<file path="src/rtl/fxp_mult_arbiter.sv">
// Round-robin arbiter sharing one unpipelined fixed-point multiplier between NREQ val/rdy clients.
// Define FXP_MULT_ARB_FIXED_PRIO_EN to use fixed lowest-index priority; requester 0 may then starve the others.
module fxp_mult_arbiter #(
    parameter int n    = 32,
    parameter int d    = 16,
    parameter int NREQ = 4,
    localparam int IW  = $clog2(NREQ)
) (
    input  logic              clk,
    input  logic              reset,
    input  logic [NREQ-1:0]   req_val,
    output logic [NREQ-1:0]   req_rdy,
    input  logic [NREQ*n-1:0] req_a,
    input  logic [NREQ*n-1:0] req_b,
    output logic [NREQ-1:0]   resp_val,
    input  logic [NREQ-1:0]   resp_rdy,
    output logic [n-1:0]      resp_c,
    output logic              mult_recv_val,
    input  logic              mult_recv_rdy,
    output logic [n-1:0]      mult_a,
    output logic [n-1:0]      mult_b,
    input  logic              mult_send_val,
    output logic              mult_send_rdy,
    input  logic [n-1:0]      mult_c,
    output logic              busy,
    output logic [IW-1:0]     owner
);

    if (d < 0 || d > n || NREQ < 2) begin : g_param_check
        $error("fxp_mult_arbiter: need 0 <= d <= n and NREQ >= 2");
    end

    typedef enum logic {IDLE, BUSY} state_t;

    state_t        state, state_nxt;
    logic [IW-1:0] owner_nxt;
    logic [IW-1:0] grant;
    logic          grant_vld;

`ifdef FXP_MULT_ARB_FIXED_PRIO_EN
    always_comb begin
        grant     = '0;
        grant_vld = 1'b0;
        for (int i = NREQ - 1; i >= 0; i--) begin
            if (req_val[i]) begin
                grant     = IW'(i);
                grant_vld = 1'b1;
            end
        end
    end
`else
    logic [IW-1:0] ptr, ptr_nxt;

    // Search starts at ptr and wraps modulo NREQ, so non-power-of-two NREQ never leaves the valid range.
    always_comb begin
        grant     = '0;
        grant_vld = 1'b0;
        for (int k = 0; k < NREQ; k++) begin
            if (!grant_vld && req_val[(int'(ptr) + k) % NREQ]) begin
                grant     = IW'((int'(ptr) + k) % NREQ);
                grant_vld = 1'b1;
            end
        end
    end
`endif

    always_comb begin
        state_nxt     = state;
        owner_nxt     = owner;
`ifndef FXP_MULT_ARB_FIXED_PRIO_EN
        ptr_nxt       = ptr;
`endif
        req_rdy       = '0;
        resp_val      = '0;
        resp_c        = '0;
        mult_recv_val = 1'b0;
        mult_send_rdy = 1'b0;
        mult_a        = '0;
        mult_b        = '0;
        busy          = 1'b0;
        if (!reset) begin
            case (state)
                IDLE: begin
                    if (grant_vld) begin
                        mult_recv_val  = 1'b1;
                        mult_a         = req_a[int'(grant)*n +: n];
                        mult_b         = req_b[int'(grant)*n +: n];
                        req_rdy[grant] = mult_recv_rdy;
                        if (mult_recv_rdy) begin
                            owner_nxt = grant;
                            state_nxt = BUSY;
`ifndef FXP_MULT_ARB_FIXED_PRIO_EN
                            ptr_nxt   = (grant == IW'(NREQ - 1)) ? '0 : grant + IW'(1);
`endif
                        end
                    end
                end
                BUSY: begin
                    busy            = 1'b1;
                    resp_val[owner] = mult_send_val;
                    mult_send_rdy   = resp_rdy[owner];
                    resp_c          = mult_c;
                    if (mult_send_val && resp_rdy[owner])
                        state_nxt = IDLE;
                end
                default: state_nxt = IDLE;
            endcase
        end
    end

    always_ff @(posedge clk) begin
        if (reset) begin
            state <= IDLE;
            owner <= '0;
`ifndef FXP_MULT_ARB_FIXED_PRIO_EN
            ptr   <= '0;
`endif
        end else begin
            state <= state_nxt;
            owner <= owner_nxt;
`ifndef FXP_MULT_ARB_FIXED_PRIO_EN
            ptr   <= ptr_nxt;
`endif
        end
    end

endmodule

</file>
<file path="config.mk">
export PLATFORM = sky130hd
export DESIGN_NAME = fxp_mult_arbiter
export DESIGN_NICKNAME = d
export VERILOG_FILES = /design/src/rtl/fxp_mult_arbiter.sv
export SDC_FILE = /design/constraint.sdc
export NUM_CORES = 1
export LEC_CHECK = 0
export BUFFER_PORTS_ARGS = -buffer_cell sky130_fd_sc_hd__buf_2
export CORE_AREA = 3 3 159 161
export CTS_CLUSTER_SIZE = 28
export DETAILED_ROUTE_END_ITERATION = 12
export DIE_AREA = 0 0 162 164
export HOLD_SLACK_MARGIN = 0.05
export PLACE_DENSITY = 0.35
export SYNTH_ARGS = -nofsm -noshare
export SYNTH_HDL_FRONTEND = slang
export SYNTH_SLANG_ARGS = --single-unit
</file>
<file path="constraint.sdc">
create_clock -name clk -period 2.2 [get_ports clk]
set_input_delay 0.33 -clock clk [delete_from_list [all_inputs] [get_ports clk]]
set_output_delay 0.33 -clock clk [all_outputs]
set_load 0.05 [all_outputs]
</file>
-- Yosys cells after proc, flatten, opt, wreduce, memory -nomap -nowiden
Cells that the tools add are included.
- $lt $le $gt $ge: 8
- add/subtract/negate cells: 4
- reductions and logical operators: 13
- mux-type cells: 50
- $mul: 0
- equality and inequality tests: 1
- shift-type cells: 2
- bitwise operators: 6
- divide/modulo/power cells: 0
- operator list (kind ; number):
    two-way mux 32 bit ; 8
    variable part select 128 x 8 -> 32 bit ; 2
    two-way mux 1 bit ; 24
    two-way mux 4 bit ; 5
    < comparator 3 x 4 -> 1 bit (second input constant) ; 3
    binary-select mux 1 bit (select 2 bit) ; 5
    two-way mux 2 bit ; 5
    < comparator 2 x 3 -> 1 bit (second input constant) ; 3
    AND 4 bit ; 2
    logical AND 1 bit ; 6
    OR reduction 2 bit ; 3
    adder 2 x 1 -> 2 bit (second input constant) ; 2
    adder 2 bit (second input constant) ; 2
    demux 1 bit (select 2 bit) ; 2
    >= comparator 2 x 1 -> 1 bit (second input constant) ; 2
    AND 1 bit (first input constant) ; 3
    logical NOT 1 bit ; 3
    AND reduction 3 bit ; 1
    equality test 2 bit (second input constant) ; 1
    one-hot mux 1 bit (2 select lines) ; 1
    inverter 1 bit ; 1
- output and inout port bits: 109
- bits in latches: 0
- register bits: 5
- bits in writable memories: 0
- memories: 0
- memory bits (read-only): 0
- input bits: 300

-- Depth between registers and ports, before layout
- depth in word-level cells: 22
- gate-level depth with buffers: 9

-- Least setup slack after synthesis
No wires, ideal clock.
- path type: in2out
- from: input port req_val[2]
- to: output port mult_a[10]
- slack: -0.701 ns
- arrival time: 2.571 ns
- required time: 1.870 ns
- path buffers: 1
- stages on the path: 5
- path through: nor4_1 nor3_2 o21ai_1 buf_2 o22ai_1
- cells in the longest elaborated chain, start to end: 16
- ends and longest elaborated chain (what ; RTL line ; RTL):
    start, declared ; 11 ; input logic [NREQ-1:0] req_val,
    binary-select mux 1 bit (select 2 bit) ; 59 ; if (!grant_vld && req_val[(int'(ptr) + k) % NREQ]) begin
    two-way mux 1 bit (not written as such) ; 59 ;
    two-way mux 1 bit ; 59 ;
    logical NOT 1 bit ; 59 ;
    logical AND 1 bit ; 59 ;
    two-way mux 1 bit ; 59 ;
    logical NOT 1 bit ; 59 ;
    logical AND 1 bit ; 59 ;
    two-way mux 1 bit ; 59 ;
    logical NOT 1 bit ; 59 ;
    logical AND 1 bit ; 59 ;
    two-way mux 2 bit ; 59 ;
    variable part select 128 x 8 -> 32 bit ; 86 ; mult_a = req_a[int'(grant)*n +: n];
    two-way mux 32 bit (*) ; 84 ; if (grant_vld) begin
    two-way mux 32 bit (*) ; 82 ; case (state)
    two-way mux 32 bit (*) ; 81 ; if (!reset) begin
    end, declared ; 20 ; output logic [n-1:0] mult_a,
Every way passes the cells marked *; elsewhere a longest branch is shown, timed or not. The select of a mux whose other input is x is not followed.

-- Worst setup path after layout
- from: register ptr[1]
- to: output port mult_b[11]
- cells in the longest elaborated chain, start to end: 16
- ends and longest elaborated chain (what ; RTL line ; RTL):
    start, declared ; 52 ; logic [IW-1:0] ptr, ptr_nxt;
    start signal, assigned ; 122 ; ptr <= ptr_nxt;
    adder 2 x 1 -> 2 bit / binary-select mux 1 bit (select 2 bit) (equally long branches) ; 59, 60 ;
    binary-select mux 1 bit (select 2 bit) / two-way mux 1 bit (equally long branches) ; 59 ;
    two-way mux 1 bit (not written as such) ; 59 ;
    two-way mux 1 bit (not written as such) / logical NOT 1 bit (equally long branches) ; 59 ;
    logical AND 1 bit ; 59 ;
    two-way mux 1 bit ; 59 ;
    logical NOT 1 bit ; 59 ;
    logical AND 1 bit ; 59 ;
    two-way mux 1 bit ; 59 ;
    logical NOT 1 bit ; 59 ;
    logical AND 1 bit ; 59 ;
    two-way mux 2 bit ; 59 ;
    variable part select 128 x 8 -> 32 bit ; 87 ; mult_b = req_b[int'(grant)*n +: n];
    two-way mux 32 bit (*) ; 84 ;
    two-way mux 32 bit (*) ; 82 ;
    two-way mux 32 bit (*) ; 81 ;
    end, declared ; 21 ; output logic [n-1:0] mult_b,
Marks and branches as above.

==> results.md <==
* Synth Area in Compound Gates at between 10% and 20%
* Worst flop-to-flop path endpoint: ptr[1]$_SDFFE_PP0P_
* Failing checks: setup timing
* DIE HEIGHT at between 150 and 200 microns
* Cell taking the most area after synthesis: mux2i_1
* FILL cells at roughly 2700
* Layout area overhead at 134%
* Post-synth top area share at between 50% and 60%
* Unrepaired setup endpoints after global routing: yes
* Mux cell area share after synthesis at between 50% and 60%
* Commonest non-fill, non-tap cell in the layout: buf_2
* Vias at ~4200
* Fin Setup TNS at -0.494 ns
* Ports at 409
* # Max-Cap Violations at 0
* DRT iter0 DRCs at 102
* Post-Synth XOR/XNOR Area at 0%
* First-pass GRT wire length at 22700 microns
* Largest family of logic cells by synthesized area: multiplexers
* Synth area leaders: mux2i_1, o22ai_1, and2_1, buf_12, dfxtp_1
* Multi-input combinational cell area at 2370 sq um
* Mean Syn Cell Area at around 8.3 sq um
* Fin nets at roughly 1000
* DRC viols at 0
* P per Cell Area at 522 nW/um^2
* Global route total overflow at 0
* Setup slack, reg-to-reg at around 0.6 ns
* Max_slew headroom at between 70% and 80%
* Final Hold Viols at 0
* DR WL met3 at roughly 1400 microns
* Slew @ Worst Pin at 0.313 ns
* Vias in the first global route at between 4000 and 5000
* DP Cell Count at 1055
* Port Buffers at ~400
* LEAKAGE at between 0.003 and 0.004 uW
* CTS HTree Levels at 1
* Cells after Synth at slightly above 300
* Critical path data arrival time at roughly 1.9 ns
* Hold Path Sink: state$_SDFF_PP0_
* TritonCTS Buffers at 3
* Clock transition at path regs at around 0.04 ns
* Final Cycle Share at 103%
* Starting Density at between 10% and 20%
* Initial antenna violation count at 4
* FF+latch area at slightly above 100 sq um
* Clock Root Buffer: clkbuf_16
* Pre-antenna DRT Iters at 4
* VDD IR-drop max at 355 uV
* GPL Wtd Cong at about 0.76
* Rows at between 50 and 60
* CP Max Fanout at 9
* M1 WL at roughly 5600 microns
* Total Wirelength at roughly 16000 microns
* Layout cells sized above 1 at 67.7%
* Clock Latency Late Sink at roughly 0.23 ns
* Post-route antenna net violation count at 0
* Die ar. at 26600 sq um
* Via density at ~4
* DR WL met2 at roughly 9000 microns
* Die width at roughly 160 microns
* Max Fclk at between 400 and 500 MHz
* Critical path origin: ptr[1]$_SDFFE_PP0P_
* Hold path depth at 3
* Max clock buf depth at 2
* CTS sink count at 5
* Synthesized cell area at 2540 sq um
* Worst setup margin at -0.0653 ns
* FF+latch count, synth at 5
* Core ar. at between 20000 and 25000 sq um
* CP Launch Type: flop
* Critical path required time at 1.87 ns
* Clk_skew at 0.00459 ns
* Register area share after synthesis at under 10%
* Adder-cell area share of the yosys netlist at less than 1%
* Setup CP Type: flop to output port
* Hold Crit Class: input pin to flop
* Synthesis Warnings at 0
* CTS Hold Buffers Added at 0
* Simple-gate area share of the yosys netlist at 14.4%
* CTS tree: built
* Status: finished, violations left
* CP Capture Type: output port
* Routed length per instance at approximately 15 microns
* Fin crit period at 2.27 ns
* Total power at 3110 uW
* Maximum number of pins on one net before global-route repair at 37
* Reg2reg start: ptr[1]$_SDFFE_PP0P_
* Final Non-Filler Cells at between 1000 and 1500
* Post-synth cell types at 30
* Detail Placement HPWL at 13500 microns
* Min-delay src: mult_send_val
* Max Used Layer: met4
* Syn_nets at 609
* Commonest cells after routing, fill and taps aside: buf_2, mux2i_1, buf_4, o22ai_1, and2_1
* Global-route usage over all layers at a little over a tenth
* Reg2Reg Depth at 7
* Dpl ws at -0.0933 ns
* Final setup violation count at 28
* Final Max Tran Viols at 0
## registers in the layout (all words and copies together) (netlist names)
signal  cells
state       1
owner       2
ptr         2
## metrics by stage
step	instance area (sq um)	hold WS [ns]	util [%]
after global routing	5950	0.440	24.7
final	5950	0.414	24.7
after CTS	5700	0.413	23.6
after floorplan	2580	0.399	-
after global placement	5300	0.559	22.0
after detailed placement	5300	0.565	22.0
## cell usage after synthesis
| library cell | n |
|---|---|
| ha_1 | 1 |
| mux4_2 | 1 |
| clkbuf_1 | 6 |
| nor3_1 | 2 |
| nand2_1 | 6 |
| buf_12 | 7 |
| a22o_1 | 1 |
| nand3_1 | 2 |
| and3_1 | 1 |
| buf_6 | 1 |
| mux2i_1 | 130 |
| o211ai_1 | 1 |
| buf_8 | 1 |
| dfxtp_1 | 5 |
| nand2b_1 | 1 |
| or3_1 | 1 |
| nand3b_1 | 1 |
| nor2b_1 | 5 |
| nor3_2 | 1 |
| o21ai_1 | 3 |
| nor4_1 | 1 |
| inv_2 | 1 |
| o32a_1 | 1 |
| buf_2 | 16 |
| a21oi_1 | 2 |
| o22ai_1 | 64 |
| and2_1 | 34 |
| inv_1 | 1 |
| o221a_2 | 1 |
| nor2_1 | 10 |
## power breakdown
part / switching (uW) / internal, uW / leakage [uW]
combinational: 1520 / 1180 / 0.00299
sequential: 11.5 / 103 / 0.0000419
clock: 59.6 / 240 / 0.0000382
## worst max path at each step
| stage | to | depth (start not counted) |
|---|---|---|
| after global placement | mult_b[11] | 8 |
| after detailed placement | mult_b[11] | 8 |
| after global routing | mult_b[11] | 7 |
| after CTS | mult_b[13] | 8 |
| final | mult_b[11] | 7 |
| after floorplan | mult_a[12] | 5 |
## layout make-up
| class | instances | area share, % |
|---|---|---|
| Clock buffer | 4 | 1.32 |
| Inverter | 2 | 0.126 |
| Tap cell | 324 | 6.81 |
| Multi-Input combinational cell | 270 | 39.8 |
| Sequential cell | 5 | 1.72 |
| Timing Repair Buffer | 462 | 50.1 |
| Antenna cell | 1 | 0.0420 |
## cells by family after synthesis
group,count (synthesis)
buffers and inverters,33
muxes,131
adders and majority gates,1
AOI/OAI and AO/OA,73
and+or+nand+nor,65
DFF,5
## timing repair
action                                  4_1_cts  5_1_grt
gates cloned                                  2        5
endpoints found under the setup margin       65       67
pin swaps                                     8       10
resized for setup                            88       34
setup buffers                                 1        1
## metal layers
| metal | track usage, % | up-vias |
|---|---|---|
| li1 | - | 2069 |
| met1 | 10.5 | 1858 |
| met2 | 22.5 | 256 |
| met3 | 2.24 | 16 |
| met4 | 3.26 | 0 |
| met5 | 0 | - |
## critical path, cell delays in order, from the launching register on
cell	delay, ns
dfxtp_2	0.32
a21oi_2	0.05
o32a_4	0.43
buf_12	0.18
buf_12	0.15
mux2i_1	0.11
o22ai_1	0.21
buf_4	0.24
(Power assumes the default switching activity.)
